===== config.mk =====
export PLATFORM = sky130hd
export DESIGN_NAME = cordiccart2pol_div_30s_13ns_16_flat
export DESIGN_NICKNAME = d
export VERILOG_FILES = /design/src/rtl/cordiccart2pol_div_30s_13ns_16_if.sv /design/src/rtl/cordiccart2pol_div_30s_13ns_16.sv /design/src/flat_wrapper.sv
export SDC_FILE = /design/constraint.sdc
export NUM_CORES = 1
export LEC_CHECK = 0
export BUFFER_PORTS_ARGS = -buffer_cell sky130_fd_sc_hd__buf_2
export CORE_MARGIN = 8
export CORE_UTILIZATION = 40
export DETAILED_ROUTE_END_ITERATION = 8
export SYNTH_ARGS = -nofsm -noshare
export SYNTH_HDL_FRONTEND = slang
export SYNTH_SLANG_ARGS = --single-unit

===== constraint.sdc =====
create_clock -name clk -period 3.9 [get_ports clk]
set_input_delay 0.585 -clock clk [delete_from_list [all_inputs] [get_ports clk]]
set_output_delay 0.585 -clock clk [all_outputs]
set_load 0.01 [all_outputs]

===== src/rtl/cordiccart2pol_div_30s_13ns_16_if.sv =====
// rtl/cordiccart2pol_div_30s_13ns_16_if.sv - operand/result handshake bundle for the signed-by-unsigned divider
interface cordiccart2pol_div_30s_13ns_16_if #(
    parameter int DIVIDEND_W = 30,
    parameter int DIVISOR_W  = 13,
    parameter int QUOT_W     = 16
);
    logic                  in_valid;
    logic                  in_ready;
    logic [DIVIDEND_W-1:0] dividend;
    logic [DIVISOR_W-1:0]  divisor;
    logic                  out_valid;
    logic                  out_ready;
    logic [QUOT_W-1:0]     quot;
    logic [DIVISOR_W:0]    rem;
    logic                  ovf;
    logic                  dbz;

    modport master (
        output in_valid, dividend, divisor, out_ready,
        input  in_ready, out_valid, quot, rem, ovf, dbz
    );

    modport slave (
        input  in_valid, dividend, divisor, out_ready,
        output in_ready, out_valid, quot, rem, ovf, dbz
    );
endinterface


===== src/rtl/cordiccart2pol_div_30s_13ns_16.sv =====
// rtl/cordiccart2pol_div_30s_13ns_16.sv - radix-2 restoring signed/unsigned divider, one quotient bit per cycle
// Define CORDICCART2POL_DIV_SAT_EN to saturate quot on overflow instead of wrapping.
module cordiccart2pol_div_30s_13ns_16 #(
    parameter int DIVIDEND_W = 30,
    parameter int DIVISOR_W  = 13,
    parameter int QUOT_W     = 16
) (
    input  logic clk,
    input  logic reset,
    input  logic ce,
    cordiccart2pol_div_30s_13ns_16_if.slave bus
);
    localparam int CNT_W = $clog2(DIVIDEND_W);
    localparam logic [DIVIDEND_W-1:0] POS_LIM = DIVIDEND_W'((64'd1 << (QUOT_W - 1)) - 64'd1);
    localparam logic [DIVIDEND_W-1:0] NEG_LIM = DIVIDEND_W'(64'd1 << (QUOT_W - 1));
    localparam logic [QUOT_W-1:0]     Q_MAX   = {1'b0, {(QUOT_W-1){1'b1}}};
    localparam logic [QUOT_W-1:0]     Q_MIN   = {1'b1, {(QUOT_W-1){1'b0}}};

    typedef enum logic [1:0] {IDLE, CALC, FIX, DONE} state_t;

    state_t                state_q, state_d;
    logic [DIVIDEND_W-1:0] mag_q, mag_d;
    logic [DIVISOR_W-1:0]  div_q, div_d;
    logic                  neg_q, neg_d;
    logic [DIVISOR_W:0]    prem_q, prem_d;
    logic [CNT_W-1:0]      cnt_q, cnt_d;
    logic [QUOT_W-1:0]     quot_q, quot_d;
    logic [DIVISOR_W:0]    rem_q, rem_d;
    logic                  ovf_q, ovf_d;
    logic                  dbz_q, dbz_d;

    // mag_q doubles as the quotient: magnitude bits leave at the MSB while quotient bits enter at the LSB.
    logic [DIVISOR_W:0]    trial;
    logic [DIVISOR_W+1:0]  diff;
    logic [QUOT_W-1:0]     quot_wrap;
    logic [QUOT_W-1:0]     quot_sat;
    logic                  fix_ovf;

    assign trial     = {prem_q[DIVISOR_W-1:0], mag_q[DIVIDEND_W-1]};
    assign diff      = {1'b0, trial} - {2'b00, div_q};
    assign quot_wrap = neg_q ? -mag_q[QUOT_W-1:0] : mag_q[QUOT_W-1:0];
    assign quot_sat  = neg_q ? Q_MIN : Q_MAX;
    assign fix_ovf   = neg_q ? (mag_q > NEG_LIM) : (mag_q > POS_LIM);

    always_comb begin
        state_d = state_q;
        mag_d   = mag_q;
        div_d   = div_q;
        neg_d   = neg_q;
        prem_d  = prem_q;
        cnt_d   = cnt_q;
        quot_d  = quot_q;
        rem_d   = rem_q;
        ovf_d   = ovf_q;
        dbz_d   = dbz_q;
        if (ce) begin
            case (state_q)
                IDLE: begin
                    if (bus.in_valid) begin
                        neg_d   = bus.dividend[DIVIDEND_W-1];
                        mag_d   = bus.dividend[DIVIDEND_W-1] ? -bus.dividend : bus.dividend;
                        div_d   = bus.divisor;
                        prem_d  = '0;
                        cnt_d   = CNT_W'(DIVIDEND_W - 1);
                        state_d = (bus.divisor == '0) ? FIX : CALC;
                    end
                end
                CALC: begin
                    mag_d  = {mag_q[DIVIDEND_W-2:0], ~diff[DIVISOR_W+1]};
                    prem_d = diff[DIVISOR_W+1] ? trial : diff[DIVISOR_W:0];
                    cnt_d  = cnt_q - CNT_W'(1);
                    if (cnt_q == '0) begin
                        state_d = FIX;
                    end
                end
                FIX: begin
                    state_d = DONE;
                    if (div_q == '0) begin
                        dbz_d  = 1'b1;
                        ovf_d  = 1'b0;
                        rem_d  = '0;
                        quot_d = quot_sat;
                    end else begin
                        dbz_d = 1'b0;
                        ovf_d = fix_ovf;
                        rem_d = neg_q ? -prem_q : prem_q;
`ifdef CORDICCART2POL_DIV_SAT_EN
                        quot_d = fix_ovf ? quot_sat : quot_wrap;
`else
                        quot_d = quot_wrap;
`endif
                    end
                end
                DONE: begin
                    if (bus.out_ready) begin
                        state_d = IDLE;
                    end
                end
                default: state_d = IDLE;
            endcase
        end
    end

    always_ff @(posedge clk or posedge reset) begin
        if (reset) begin
            state_q <= IDLE;
            mag_q   <= '0;
            div_q   <= '0;
            neg_q   <= 1'b0;
            prem_q  <= '0;
            cnt_q   <= '0;
            quot_q  <= '0;
            rem_q   <= '0;
            ovf_q   <= 1'b0;
            dbz_q   <= 1'b0;
        end else begin
            state_q <= state_d;
            mag_q   <= mag_d;
            div_q   <= div_d;
            neg_q   <= neg_d;
            prem_q  <= prem_d;
            cnt_q   <= cnt_d;
            quot_q  <= quot_d;
            rem_q   <= rem_d;
            ovf_q   <= ovf_d;
            dbz_q   <= dbz_d;
        end
    end

    assign bus.in_ready  = (state_q == IDLE);
    assign bus.out_valid = (state_q == DONE);
    assign bus.quot      = quot_q;
    assign bus.rem       = rem_q;
    assign bus.ovf       = ovf_q;
    assign bus.dbz       = dbz_q;
endmodule


===== src/flat_wrapper.sv =====
// flat-port wrapper written by rule: the top's interface ports become plain ports
module cordiccart2pol_div_30s_13ns_16_flat 
#(
    parameter int DIVIDEND_W = 30,
    parameter int DIVISOR_W  = 13,
    parameter int QUOT_W     = 16
)
  (clk, reset, ce, bus_in_valid, bus_dividend, bus_divisor, bus_out_ready, bus_in_ready, bus_out_valid, bus_quot, bus_rem, bus_ovf, bus_dbz);
  cordiccart2pol_div_30s_13ns_16_if #(.DIVIDEND_W(DIVIDEND_W), .DIVISOR_W(DIVISOR_W), .QUOT_W(QUOT_W)) bus_i ();
  input  logic clk;
  input  logic reset;
  input  logic ce;
  input wire logic [$bits(bus_i.in_valid)-1:0] bus_in_valid;
  input wire logic [$bits(bus_i.dividend)-1:0] bus_dividend;
  input wire logic [$bits(bus_i.divisor)-1:0] bus_divisor;
  input wire logic [$bits(bus_i.out_ready)-1:0] bus_out_ready;
  output wire logic [$bits(bus_i.in_ready)-1:0] bus_in_ready;
  output wire logic [$bits(bus_i.out_valid)-1:0] bus_out_valid;
  output wire logic [$bits(bus_i.quot)-1:0] bus_quot;
  output wire logic [$bits(bus_i.rem)-1:0] bus_rem;
  output wire logic [$bits(bus_i.ovf)-1:0] bus_ovf;
  output wire logic [$bits(bus_i.dbz)-1:0] bus_dbz;
  assign bus_i.in_valid = bus_in_valid;
  assign bus_i.dividend = bus_dividend;
  assign bus_i.divisor = bus_divisor;
  assign bus_i.out_ready = bus_out_ready;
  assign bus_in_ready = bus_i.in_ready;
  assign bus_out_valid = bus_i.out_valid;
  assign bus_quot = bus_i.quot;
  assign bus_rem = bus_i.rem;
  assign bus_ovf = bus_i.ovf;
  assign bus_dbz = bus_i.dbz;
  cordiccart2pol_div_30s_13ns_16 #(.DIVIDEND_W(DIVIDEND_W), .DIVISOR_W(DIVISOR_W), .QUOT_W(QUOT_W)) u_core (.clk(clk), .reset(reset), .ce(ce), .bus(bus_i));
endmodule

Yosys cells after proc, flatten, opt, wreduce, memory -nomap -nowiden
Cells that the tools add are included.
Word-level totals
  register bits after elaboration: 97
  bits of input ports: 48
Operators by class
  reductions and logical operators: 9
  bitwise gates (word level): 1
  add/sub/neg operators: 5
  multiplexer cells: 21
  eq/ne operators: 6
  order comparisons: 2
Operator list (count)
  $mux 30: 2
  $pmux 30 s2: 1
  $mux 14: 4
  $mux 16: 3
  $gt 30x15->1 const B: 1
  $gt 30x16->1 const B: 1
  $neg 30->30: 1
  $pmux 14 s2: 1
  $logic_not 13->1: 2
  $neg 16->16: 1
  $sub 14x13->15: 1
  $neg 14->14: 1
  $pmux 5 s2: 1
  $mux 2: 4
  $pmux 2 s4: 1
  $reduce_and 3->1: 2
  $logic_not 5->1: 1
  $mux 5: 1
  $sub 5x1->5 const B: 1
  $eq 2x2->1 const B: 2
  $ne 2x2->1 const B: 2
  $reduce_and 4->1: 1
  $mux 1: 3
  $eq 2x1->1 const B: 1
  5 further kinds: 5

Logic depth before layout (Yosys ltp)
Gate-level depths: netlist (run 1).
  word-level depth: 4
  gate-level depth with buffers: 11
  mapped depth without buffers: 10

Worst setup path after synthesis (run 1)
No wires, ideal clock.
  path type: register to register
  start point: register u_core.div_q[0]
  end point: register u_core.prem_q[5]
  data required time: 3.767 ns
  slack: 1.179 ns
  library setup time: 0.133 ns
  stages on the path, launching flop included: 11
  data arrival time: 2.588 ns
  period minus slack after synthesis: 2.721 ns
  cell sequence: dfrtp_1 -> ha_1 -> fa_1 -> nor2b_1 -> o2111ai_1 -> a21oi_1 -> nor3_1 -> a311oi_2 -> buf_4 -> mux2i_1 -> o21ai_0
On the way
  cells in the longest elaborated chain, start to end: 3
RTL lines
  start, declared: RTL line cordiccart2pol_div_30s_13ns_16.sv:23  | logic [DIVISOR_W-1:0] div_q, div_d;
  start signal, assigned: RTL line cordiccart2pol_div_30s_13ns_16.sv:119  | div_q <= div_d;
  $sub 14x13->15: RTL line cordiccart2pol_div_30s_13ns_16.sv:40  | assign diff = {1'b0, trial} - {2'b00, div_q};
  $mux 14: RTL line cordiccart2pol_div_30s_13ns_16.sv:70  | prem_d = diff[DIVISOR_W+1] ? trial : diff[DIVISOR_W:0];
  $pmux 14 s2: RTL line cordiccart2pol_div_30s_13ns_16.sv:57  | case (state_q)
  end signal, assigned: RTL line cordiccart2pol_div_30s_13ns_16.sv:121  | prem_q <= prem_d;
  end, declared: RTL line cordiccart2pol_div_30s_13ns_16.sv:25  | logic [DIVISOR_W:0] prem_q, prem_d;
Every way passes these cells.
A chain may end at the register's enable or synchronous reset.

Final worst setup path (run 1)
  start point: register u_core.mag_q[29]
  end point: register u_core.prem_q[13]
On the way
  cells in the longest elaborated chain, start to end: 3
RTL lines
  start, declared: RTL line cordiccart2pol_div_30s_13ns_16.sv:22  | logic [DIVIDEND_W-1:0] mag_q, mag_d;
  start signal, assigned: RTL line cordiccart2pol_div_30s_13ns_16.sv:118  | mag_q <= mag_d;
  $sub 14x13->15: RTL line cordiccart2pol_div_30s_13ns_16.sv:40
  $mux 14: RTL line cordiccart2pol_div_30s_13ns_16.sv:70
  $pmux 14 s2: RTL line cordiccart2pol_div_30s_13ns_16.sv:57
Every way passes these cells.

==> Implementation_results.wiki, run 1 <==
{| class="wikitable"
! Metric !! Value
|-
| Internal power || 3.114 mW
|-
| Total wire length || 16460 um
|-
| Critical Path End Type || flip-flop
|-
| Vias || 5456
|-
| P_sw || 2.587 mW
|-
| Count of flip-flops with a built-in enable after synthesis || 0
|-
| Placed wire-length estimate || ~12000 um
|-
| Horizontal die dimension || 139.7 um
|-
| Synth Cell Area || slightly above 0.006 sq mm
|-
| Violation count after the first detailed-route iteration || 415
|-
| Combinational Power Share || roughly 51%
|-
| Number of hold violations in the final report || 0
|-
| Synth Warn # || 0
|-
| Crit path kind || flip-flop to flip-flop
|-
| Required time reported for the critical path endpoint || between 4 and 5 ns
|-
| CTS Buffer Depth || 2
|-
| Total of endpoints with negative setup slack in the final report || 0
|-
| GR Util All Layers || 17.13%
|-
| Worst-margin pin slew || 1.249 ns
|-
| Smallest hold slack || 0.3618 ns
|-
| Critical path fanouts, max || 18
|-
| Clock-pin slew on the worst setup and hold paths || 0.07 ns
|-
| DR vias/cell || 5.602
|-
| Master of the slowest instance on the critical path || sky130_fd_sc_hd__fa_1
|-
| Die Outline Area || 0.01951 sq mm
|-
| CTS HTree Levels || 3
|-
| # resized after CTS || 0
|-
| Number of max-cap violations || 0
|-
| Outcome || finished, final reports clean
|-
| Number of slew-limit violations in the final report || 0
|-
| Cell area power density || between 800 and 900 mW/mm^2
|-
| Area growth from synthesis to layout || 13.58%
|-
| Global-route wire length before repair || ~27000 um
|-
| Seq/Total Area, Yosys || between 30% and 40%
|-
| Worst min-delay path category || input port to asynchronous set/reset pin
|-
| Leading area contributor after synthesis || sky130_fd_sc_hd__dfrtp_1
|-
| Via count of the first global-routing pass || 5457
|-
| Final routed wire length divided by cell count || about 17 um
|-
| Final GP Congestion || 0.9156
|-
| Placeable core area || 0.01509 sq mm
|-
| Post-CTS Setup Repair Bufs || 0
|-
| Number of distinct library cells after synthesis || 56
|-
| Antenna violation net count after detailed routing || 0
|-
| Utilization after layout || 46.05%
|-
| Fin nets || 852
|-
| Portion of the clock cycle consumed by the worst path in the final layout || 72.73%
|-
| Die boundary height || 139.7 um
|-
| Maximum cell stage delay along the critical path || 0.41 ns
|-
| Top cell type's share of synthesized area || 39.67%
|-
| Cell breakdown of the critical path || inv_1 -> ha_1 -> fa_1 -> nor2b_1 -> o2111ai_1 -> a21oi_1 -> nor3_1 -> a311oi_2 -> buf_4 -> or3b_1 -> a31oi_1
|-
| Switching share of power || a little under half
|-
| Fraction of layout instances using a drive strength above 1 || 15.78%
|-
| Number of port buffers || 81
|-
| Final non-filler cell area || roughly 0.0069 sq mm
|-
| Min setup slack post-route || 1.063 ns
|-
| Synthesized netlist net count || 784
|-
| Setup TNS Final || 0 ns
|-
| Flops & latches, synth || 97
|-
| Worst EP arrival || 3.11 ns
|-
| Hold-fix buffers at CTS || 0
|-
| Inserted Clock Buffers || 9
|-
| Clock skew after layout || 0.01234 ns
|-
| RSZ-0062 raised after global routing || no
|-
| Count of clock tree sinks || 97
|-
| Starting utilization of the core area || 40.55%
|-
| Reg power frac || 34.2%
|-
| Root Buffer Master || sky130_fd_sc_hd__clkbuf_16
|-
| Shortest clock period the worst path allows after layout || 2.837 ns
|-
| Number of placement rows || 45
|-
| Initial antenna violation count || 0
|-
| Top_reg_cell synth || sky130_fd_sc_hd__dfrtp_1
|-
| Maximum VDD drop || slightly below 0.4 mV
|-
| Static leakage || 3.142 nW
|-
| Syn Inst Count || 713
|-
| Number of placed instances, taps included || 958
|-
| Worst slew margin relative to its limit || 16.72%
|-
| Number of top-level pins || approximately 80
|-
| DP Worst Slack || roughly 1.0 ns
|-
| Post-route total power || 5.701 mW
|-
| Clock share of power || between 10 and 15%
|-
| DRC violations left || 0
|-
| Fmax achieved || 352.5 MHz
|-
| Ys async rst share || 100.0%
|-
| Number of antenna repair diodes || 0
|-
| Top area cells in the synthesized netlist || sky130_fd_sc_hd__dfrtp_1 (40%), sky130_fd_sc_hd__o21ai_0 (7.8%), sky130_fd_sc_hd__nand2_1 (6.6%)
|-
| Clock tree from TritonCTS || yes
|-
| Largest net degree at the start of global routing || 53
|-
| DR pass1 iterations || 5
|-
| Type of origin of the critical path || flip-flop
|-
| Mapped Avg Cell Area || roughly 8.6 sq um
|-
| Final standard cell count with taps included and fillers excluded || 974
|-
| Clock latency at the later pin of the worst-skew pair || around 0.35 ns
|-
| Grt ovf || 0
|-
| Area post-placement || 0.006678 sq mm
|}
## state kept, by name, indices dropped and copies added (netlist names)
name	flops
u_core.state_q	2
u_core.mag_q	30
u_core.bus.ovf	1
u_core.bus.dbz	1
u_core.div_q	13
u_core.bus.rem	14
u_core.bus.quot	16
u_core.cnt_q	5
u_core.prem_q	14
u_core.neg_q	1
## worst max-delay path, delay by kind of cell, from the launching register on
family                     cells  cell delay (ns)
and+or+nand+nor                3             0.63
DFF                            1             0.36
AOI/OAI and AO/OA              4             0.79
adders and majority gates      2             0.62
buffers and inverters          2             0.35
## cell type report
type                            instances  area (sq um)
Fill cell                            1526          8140
Multi-Input combinational cell        550          3406
Sequential cell                        97          2427
Timing Repair Buffer                   93         495.5
Tap cell                              188         235.2
Clock buffer                           10         229.0
Inverter                               30         113.9
Clock inverter                          6         42.54
## Yosys cell counts, drive strengths merged (5+ instances only)
cell type	n
a211oi	12
a21o	7
a21oi	41
a31oi	5
and3	5
clkbuf	32
dfrtp	97
ha	22
inv	30
mux2i	12
nand2	107
nand2b	7
nand3	14
nor2	38
nor2b	13
nor3	12
nor4	13
o21ai	96
o22ai	7
o31ai	23
o41ai	5
or3	11
or4	7
xnor2	23
xor2	31
## power groups by stage
stage / sequential (mW) / combinational, mW / clock (mW)
after floorplan: 1.84 / 2.21 / 0
after global placement: 1.95 / 2.84 / 0
after detailed placement: 1.97 / 2.92 / 0
after CTS: 1.95 / 2.93 / 0.858
after global routing: 2.03 / 3.31 / 0.899
final: 1.95 / 2.91 / 0.834
## final timing paths
path                                    startpoint            endpoint  slack (ns)  depth (start not counted)
worst max-delay path              u_core.mag_q[29]   u_core.prem_q[13]        1.06                         11
min in group clk                    bus_divisor[6]     u_core.div_q[6]        0.46                          3
max in group asynchronous                    reset  u_core.bus.rem[12]        2.68                          3
worst max register to register    u_core.mag_q[29]   u_core.prem_q[13]        1.06                         11
worst min register to register  u_core.bus.quot[2]  u_core.bus.quot[2]        0.48                          2
worst min-delay path                         reset   u_core.state_q[1]        0.36                          2
## cells in the final DEF, fill, tap and decap left out, types with 13 or more instances in the layout
cell type,count
sky130_fd_sc_hd__nand2_1,107
sky130_fd_sc_hd__dfrtp_1,97
sky130_fd_sc_hd__o21ai_0,95
sky130_fd_sc_hd__buf_2,81
sky130_fd_sc_hd__a21oi_1,41
sky130_fd_sc_hd__nor2_1,37
sky130_fd_sc_hd__xor2_1,31
sky130_fd_sc_hd__inv_1,29
sky130_fd_sc_hd__o31ai_1,23
sky130_fd_sc_hd__xnor2_1,23
sky130_fd_sc_hd__ha_1,22
sky130_fd_sc_hd__nand3_1,14
sky130_fd_sc_hd__nor2b_1,13
## logic make-up after synthesis
| logic type | share of synthesized area [%] |
|---|---|
| and+or+nand+nor | 19.16 |
| xor gates and xnor gates | 7.730 |
| AOI/OAI and AO/OA | 21.47 |
| buffers and inverters | 4.806 |
| DFF | 39.67 |
| adders and majority gates | 4.826 |
| muxes | 2.331 |
## metal layers
| layer | share of wire [%] | up-vias | global-route usage, % |
|---|---|---|---|
| li1 | - | 2673 | - |
| met1 | 49 | 2608 | 23.46 |
| met2 | 44 | 154 | 26.51 |
| met3 | 5.5 | 21 | 3.352 |
| met4 | 1.5 | 0 | 5.771 |
| met5 | 0 | - | 0 |
Note: power is estimated with default switching activity, not from simulation.
==> run 2: changes to the inputs <==
Clock period 3.9 ns to 2.8 ns, I/O delays scaled along.
==> Implementation_results.wiki, run 2 (synthesized netlist as in run 1, its figures left out) <==
{| class="wikitable"
! Metric !! Value
|-
| Critical Path End Type || flip-flop
|-
| Clock-pin slew on the worst setup and hold paths || 0.07 ns
|-
| Number of port buffers || 81
|-
| Switching share of power || 44.05%
|-
| Setup TNS Final || 0 ns
|-
| Number of antenna repair diodes || 0
|-
| Maximum cell stage delay along the critical path || approximately 0.45 ns
|-
| Portion of the clock cycle consumed by the worst path in the final layout || 95.53%
|-
| Critical path fanouts, max || 6
|-
| Clock share of power || 16.3%
|-
| Worst R2R Start || u_core.prem_q[3]
|-
| Number of slew-limit violations in the final report || 0
|-
| Root Buffer Master || sky130_fd_sc_hd__clkbuf_16
|-
| DR pass1 iterations || 5
|-
| Die Outline Area || between 0.015 and 0.02 sq mm
|-
| Vias || 5510
|-
| Reg power frac || between 30% and 40%
|-
| Max reg flops || 30
|-
| Top register by number of flip-flops || u_core.mag_q
|-
| Type of origin of the critical path || flip-flop
|-
| Post-route total power || between 8 and 9 mW
|-
| Number of hold violations in the final report || 0
|-
| Clock skew after layout || 0.003785 ns
|-
| Count of clock tree sinks || 97
|-
| Shortest clock period the worst path allows after layout || approximately 2.7 ns
|-
| Final routed wire length divided by cell count || 16.60 um
|-
| Outcome || finished, final reports clean
|-
| Required time reported for the critical path endpoint || 3.07 ns
|-
| Cell type group with the largest total delay on the critical path || compound AO/OA/AOI/OAI gates
|-
| Clock tree from TritonCTS || yes
|-
| Final GP Congestion || 0.8751
|-
| Antenna violation net count after detailed routing || 0
|-
| Maximum VDD drop || 0.6010 mV
|-
| Worst Path Buf+Inv || 0
|-
| Fillcell total || 1487
|-
| Worst EP arrival || 2.95 ns
|-
| Crit path kind || flip-flop to flip-flop
|-
| Grt ovf || 0
|-
| Most frequent cells in the layout || sky130_fd_sc_hd__nand2_1 (107), sky130_fd_sc_hd__dfrtp_1 (97), sky130_fd_sc_hd__o21ai_0 (95)
|-
| Fin nets || 869
|-
| Via count of the first global-routing pass || 5340
|-
| Inserted Clock Buffers || 9
|-
| Total of endpoints with negative setup slack in the final report || 0
|-
| Global-route wire length before repair || 26900 um
|-
| Cell breakdown of the critical path || ha_1 -> a21o_1 -> a31oi_1 -> o21ai_0 -> a31oi_1 -> o21ai_0 -> or3b_1 -> a31oi_1
|-
| Reg-to-reg setup timing slack || 0.13 ns
|-
| Number of max-cap violations || 0
|-
| Launching element of the worst setup path || u_core.prem_q[3]
|-
| CTS Buffer Depth || 2
|-
| Destination of the worst register-to-register timing path || u_core.prem_q[13]
|-
| Initial antenna violation count || 0
|-
| Largest net degree at the start of global routing || between 90 and 100
|-
| Number of placement rows || 45
|-
| Worst r2r path cells || 8
|-
| Worst slew margin relative to its limit || 44.58%
|-
| Total wire length || 16460 um
|-
| Internal power || between 4 and 5 mW
|-
| Master of the slowest instance on the critical path || sky130_fd_sc_hd__dfrtp_1
|-
| GR Util All Layers || 16.79%
|-
| Number of top-level pins || 82
|-
| Fraction of layout instances using a drive strength above 1 || 18.18%
|-
| Clock latency at the later pin of the worst-skew pair || 0.35 ns
|-
| Placeable core area || 0.01509 sq mm
|-
| Combinational Power Share || 51.9%
|-
| Horizontal die dimension || 139.7 um
|-
| RSZ-0062 raised after global routing || no
|-
| Starting utilization of the core area || 40.55%
|-
| CTS HTree Levels || 3
|-
| Commonest non-fill, non-tap cell in the layout || sky130_fd_sc_hd__nand2_1
|-
| Static leakage || 3.264 nW
|-
| Total number of cells along the worst setup path || 8
|-
| Die boundary height || ~140 um
|-
| Worst-margin pin slew || 0.8312 ns
|-
| Fmax achieved || 373.8 MHz
|-
| Most common cell on crit path || sky130_fd_sc_hd__a31oi_1
|-
| Area growth from synthesis to layout || 17.12%
|-
| P_sw || 3.691 mW
|-
| Placed wire-length estimate || 12260 um
|-
| Violation count after the first detailed-route iteration || roughly 400
|-
| Cell area power density || 1169 mW/mm^2
|-
| DR vias/cell || 5.560
|-
| DRC violations left || 0
|-
| Worst min-delay path category || input port to asynchronous set/reset pin
|}
[run 2: power groups by stage]
stage	clock [mW]	combinational, mW	sequential [mW]
finish	1.37	4.35	2.66
global route	1.46	4.90	2.77
CTS	1.40	4.27	2.65
detailed placement	0	4.24	2.68
global placement	0	4.11	2.65
floorplan	0	3.08	2.56
[run 2: how the worst max path moves through the flow]
stage,end,slack [ns]
6_report,u_core.prem_q[13],0.13
5_1_grt,u_core.prem_q[13],0.01
4_1_cts,u_core.prem_q[13],0.01
3_5_place_dp,u_core.prem_q[13],0.03
3_3_place_gp,u_core.prem_q[13],0.10
2_1_floorplan,u_core.prem_q[5],0.08
[run 2: cell type report]
type                    count  area (sq um)  share of cell area [%]
multi-input cells         550          3421                   47.74
repair buffers            110         636.9                   8.888
inverters                  30         116.4                   1.624
clock inverters             6         90.09                   1.257
flip-flops and latches     97          2427                   33.87
well taps                 188         235.2                   3.283
clock buffers              10         239.0                   3.335
[run 2: through the flow]
step                hold slack (ns)  cells  util (%)  cell area, sq um  worst slack, ns
CTS                          0.2397    986     47.13              7112          0.01354
global placement             0.4497    970     44.95              6783           0.1011
finish                       0.1834    991     47.49              7166           0.1251
floorplan                    0.4615    713         -              6122          0.07880
detailed placement           0.4579    970     44.95              6783          0.02657
global route                 0.2493    991     47.49              7166          0.01322
[run 2: repair_timing]
| item | in CTS | in global routing |
|---|---|---|
| endpoints found under the setup margin | 0 | 13 |
| endpoints found under the hold margin | 0 | 0 |
| buffers inserted | 0 | 4 |
| gates resized for setup | 0 | 5 |
| hold buffers | 0 | 0 |
[run 2: worst min-delay path, stage by stage]
cell and delay, ns:
sky130_fd_sc_hd__buf_2 0.11, sky130_fd_sc_hd__clkinvlp_4 0.07, sky130_fd_sc_hd__buf_12 0.37
[run 2: layer usage]
layer | track usage [%] | vias up | share of wire [%]
met5 | 0 | - | 0
met4 | 6.171 | 0 | 1.7
met3 | 2.941 | 20 | 4.8
met2 | 25.63 | 159 | 45
met1 | 23.30 | 2624 | 49
li1 | - | 2707 | -
==> run 3: changes to the inputs <==
--- a/config.mk
+++ b/config.mk
@@ -10,4 +10,5 @@
 export CORE_UTILIZATION = 40
 export DETAILED_ROUTE_END_ITERATION = 8
+export SETUP_SLACK_MARGIN = 0.3
 export SYNTH_ARGS = -nofsm -noshare
 export SYNTH_HDL_FRONTEND = slang
==> constraint.sdc (replaced) <==
create_clock -name clk -period 2.8 [get_ports clk]
set_input_delay 0.14 -clock clk [delete_from_list [all_inputs] [get_ports clk]]
set_output_delay 0.14 -clock clk [all_outputs]
set_load 0.01 [all_outputs]
==> Implementation_results.wiki, run 3 (synthesized netlist as in run 1, its figures left out) <==
{| class="wikitable"
! Metric !! Value
|-
| Shortest clock period the worst path allows after layout || 2.637 ns
|-
| Required time reported for the critical path endpoint || 3.07 ns
|-
| Horizontal die dimension || 139.7 um
|-
| Violation count after the first detailed-route iteration || 312
|-
| Area used by sequential logic in the layout || 0.002427 sq mm
|-
| Die Outline Area || 0.01951 sq mm
|-
| Antenna violation net count after detailed routing || 0
|-
| Placed wire-length estimate || 12320 um
|-
| DR vias/cell || 5.449
|-
| Number of placed instances, taps included || 966
|-
| Critical path fanouts, max || 5
|-
| Fin nets || 881
|-
| Max reg flops || 30
|-
| Final GP Congestion || 0.8744
|-
| Number of antenna repair diodes || 0
|-
| Die boundary height || 139.7 um
|-
| Number of hold violations in the final report || 0
|-
| Worst EP arrival || 2.91 ns
|-
| Count of clock tree sinks || 97
|-
| Most frequent cells in the layout || sky130_fd_sc_hd__nand2_1 (106), sky130_fd_sc_hd__dfrtp_1 (97), sky130_fd_sc_hd__o21ai_0 (85)
|-
| Worst r2r path cells || 11
|-
| Clock-pin slew on the worst setup and hold paths || ~0.07 ns
|-
| Launching element of the worst setup path || u_core.div_q[0]
|-
| Clock tree from TritonCTS || yes
|-
| Total of endpoints with negative setup slack in the final report || 0
|-
| Number of slew-limit violations in the final report || 0
|-
| Portion of the clock cycle consumed by the worst path in the final layout || approximately 94%
|-
| Area of combinational cells with multiple inputs || between 0.003 and 0.004 sq mm
|-
| Setup TNS Final || 0 ns
|-
| Global-route wire length before repair || 27570 um
|-
| Root Buffer Master || sky130_fd_sc_hd__clkbuf_16
|-
| Top register by number of flip-flops || u_core.mag_q
|-
| Worst R2R Start || u_core.div_q[0]
|-
| CTS Buffer Depth || 2
|-
| Number of port buffers || 81
|-
| Worst slew margin relative to its limit || 43.91%
|-
| Largest net degree at the start of global routing || 52
|-
| Area growth from synthesis to layout || 20.33%
|-
| Number of max-cap violations || 0
|-
| Maximum VDD drop || 0.4610 mV
|-
| Inserted Clock Buffers || 9
|-
| Destination of the worst register-to-register timing path || u_core.prem_q[13]
|-
| Clock latency at the later pin of the worst-skew pair || 0.35 ns
|-
| Static leakage || around 3.3 nW
|-
| Worst min-delay path category || input port to flip-flop
|-
| Fraction of layout instances using a drive strength above 1 || 20.37%
|-
| RSZ-0062 raised after global routing || yes
|-
| Commonest non-fill, non-tap cell in the layout || sky130_fd_sc_hd__nand2_1
|-
| DR pass1 iterations || 4
|-
| Utilization after layout || between 40% and 50%
|-
| Cell area power density || roughly 1200 mW/mm^2
|-
| Initial antenna violation count || 0
|-
| CTS HTree Levels || 3
|-
| Smallest hold slack || 0.01852 ns
|-
| Number of placement rows || 45
|-
| Crit path kind || flip-flop to flip-flop
|-
| Number of top-level pins || 82
|-
| GR Util All Layers || 17.11%
|-
| Fillcell total || 1435
|-
| Starting utilization of the core area || 40.55%
|-
| Critical Path End Type || flip-flop
|-
| DRC violations left || 0
|-
| Outcome || finished, final reports clean
|-
| Fmax achieved || between 300 and 400 MHz
|-
| Destination of the critical timing path || u_core.prem_q[13]
|-
| Vias || 5465
|-
| Via count of the first global-routing pass || 5332
|-
| Final standard cell count with taps included and fillers excluded || roughly 1.0k
|-
| Reg-to-reg setup timing slack || 0.16 ns
|-
| Total wire length || 16500 um
|-
| Grt ovf || 0
|-
| Worst-margin pin slew || around 0.84 ns
|-
| Type of origin of the critical path || flip-flop
|-
| Placeable core area || roughly 0.015 sq mm
|-
| Final routed wire length divided by cell count || between 15 and 20 um
|-
| Clock skew after layout || 0.009476 ns
|}
-- run 3: worst min-delay path by stage --
| stage | start | endpoint | slack (ns) | cells after the start |
|---|---|---|---|---|
| after global routing | bus_divisor[10] | u_core.div_q[10] | 0.03 | 3 |
| after CTS | bus_divisor[12] | u_core.div_q[12] | 0.007 | 3 |
| after global placement | reset | u_core.bus.rem[3] | 0.34 | 2 |
| final | bus_divisor[10] | u_core.div_q[10] | 0.02 | 3 |
| after floorplan | bus_divisor[0] | u_core.div_q[0] | 0.25 | 2 |
| after detailed placement | reset | u_core.bus.rem[3] | 0.34 | 2 |
-- run 3: worst max-delay path, cell delays in order (launching register included) --
cell and delay (ns):
sky130_fd_sc_hd__dfrtp_1 0.42, sky130_fd_sc_hd__ha_4 0.18, sky130_fd_sc_hd__fa_2 0.39, sky130_fd_sc_hd__nor2b_4 0.13, sky130_fd_sc_hd__o2111ai_2 0.16, sky130_fd_sc_hd__a21oi_2 0.20
sky130_fd_sc_hd__nor3_2 0.06, sky130_fd_sc_hd__a311oi_2 0.24, sky130_fd_sc_hd__buf_4 0.17, sky130_fd_sc_hd__buf_12 0.10, sky130_fd_sc_hd__or3b_1 0.34, sky130_fd_sc_hd__a31oi_1 0.17
-- run 3: where the power goes --
part           total, mW  switching, mW  leakage [nW]  internal, mW
sequential          2.69          0.668          1.21          2.03
combinational       4.75           2.60          1.99          2.15
clock               1.25          0.549         0.137         0.700
-- run 3: timing repair --
| item | in CTS | in global routing |
|---|---|---|
| gates cloned | 1 | 0 |
| buffers inserted | 13 | 6 |
| setup endpoints to repair | 6 | 16 |
| endpoints found under the hold margin | 33 | 0 |
| pin swaps | 4 | 10 |
| gates resized for setup | 12 | 22 |
| hold buffers | 1 | 0 |
-- run 3: per-layer routing --
layer | routed length, um | vias up | global-route usage (%)
li1 | - | 2734 | -
met1 | 8346 | 2623 | 24.45
met2 | 7385 | 98 | 25.79
met3 | 567 | 10 | 2.736
met4 | 199 | 0 | 5.543
met5 | 0 | - | 0
-- run 3: final cells by class --
cell class	instances	area share, %
Clock inverter	5	0.8498
Multi-Input combinational cell	550	47.71
Timing Repair Buffer	122	10.54
Clock buffer	11	3.161
Tap cell	188	3.195
Sequential cell	97	32.97
Inverter	30	1.581
-- run 3: metrics by stage --
step	setup slack (ns)	instance area, sq um	total power, mW
floorplan	0.2258	6127	5.644
global placement	0.2506	6770	6.794
detailed placement	0.1677	6770	6.912
CTS	0.1572	7259	8.518
global route	0.04679	7362	9.470
finish	0.1635	7362	8.689
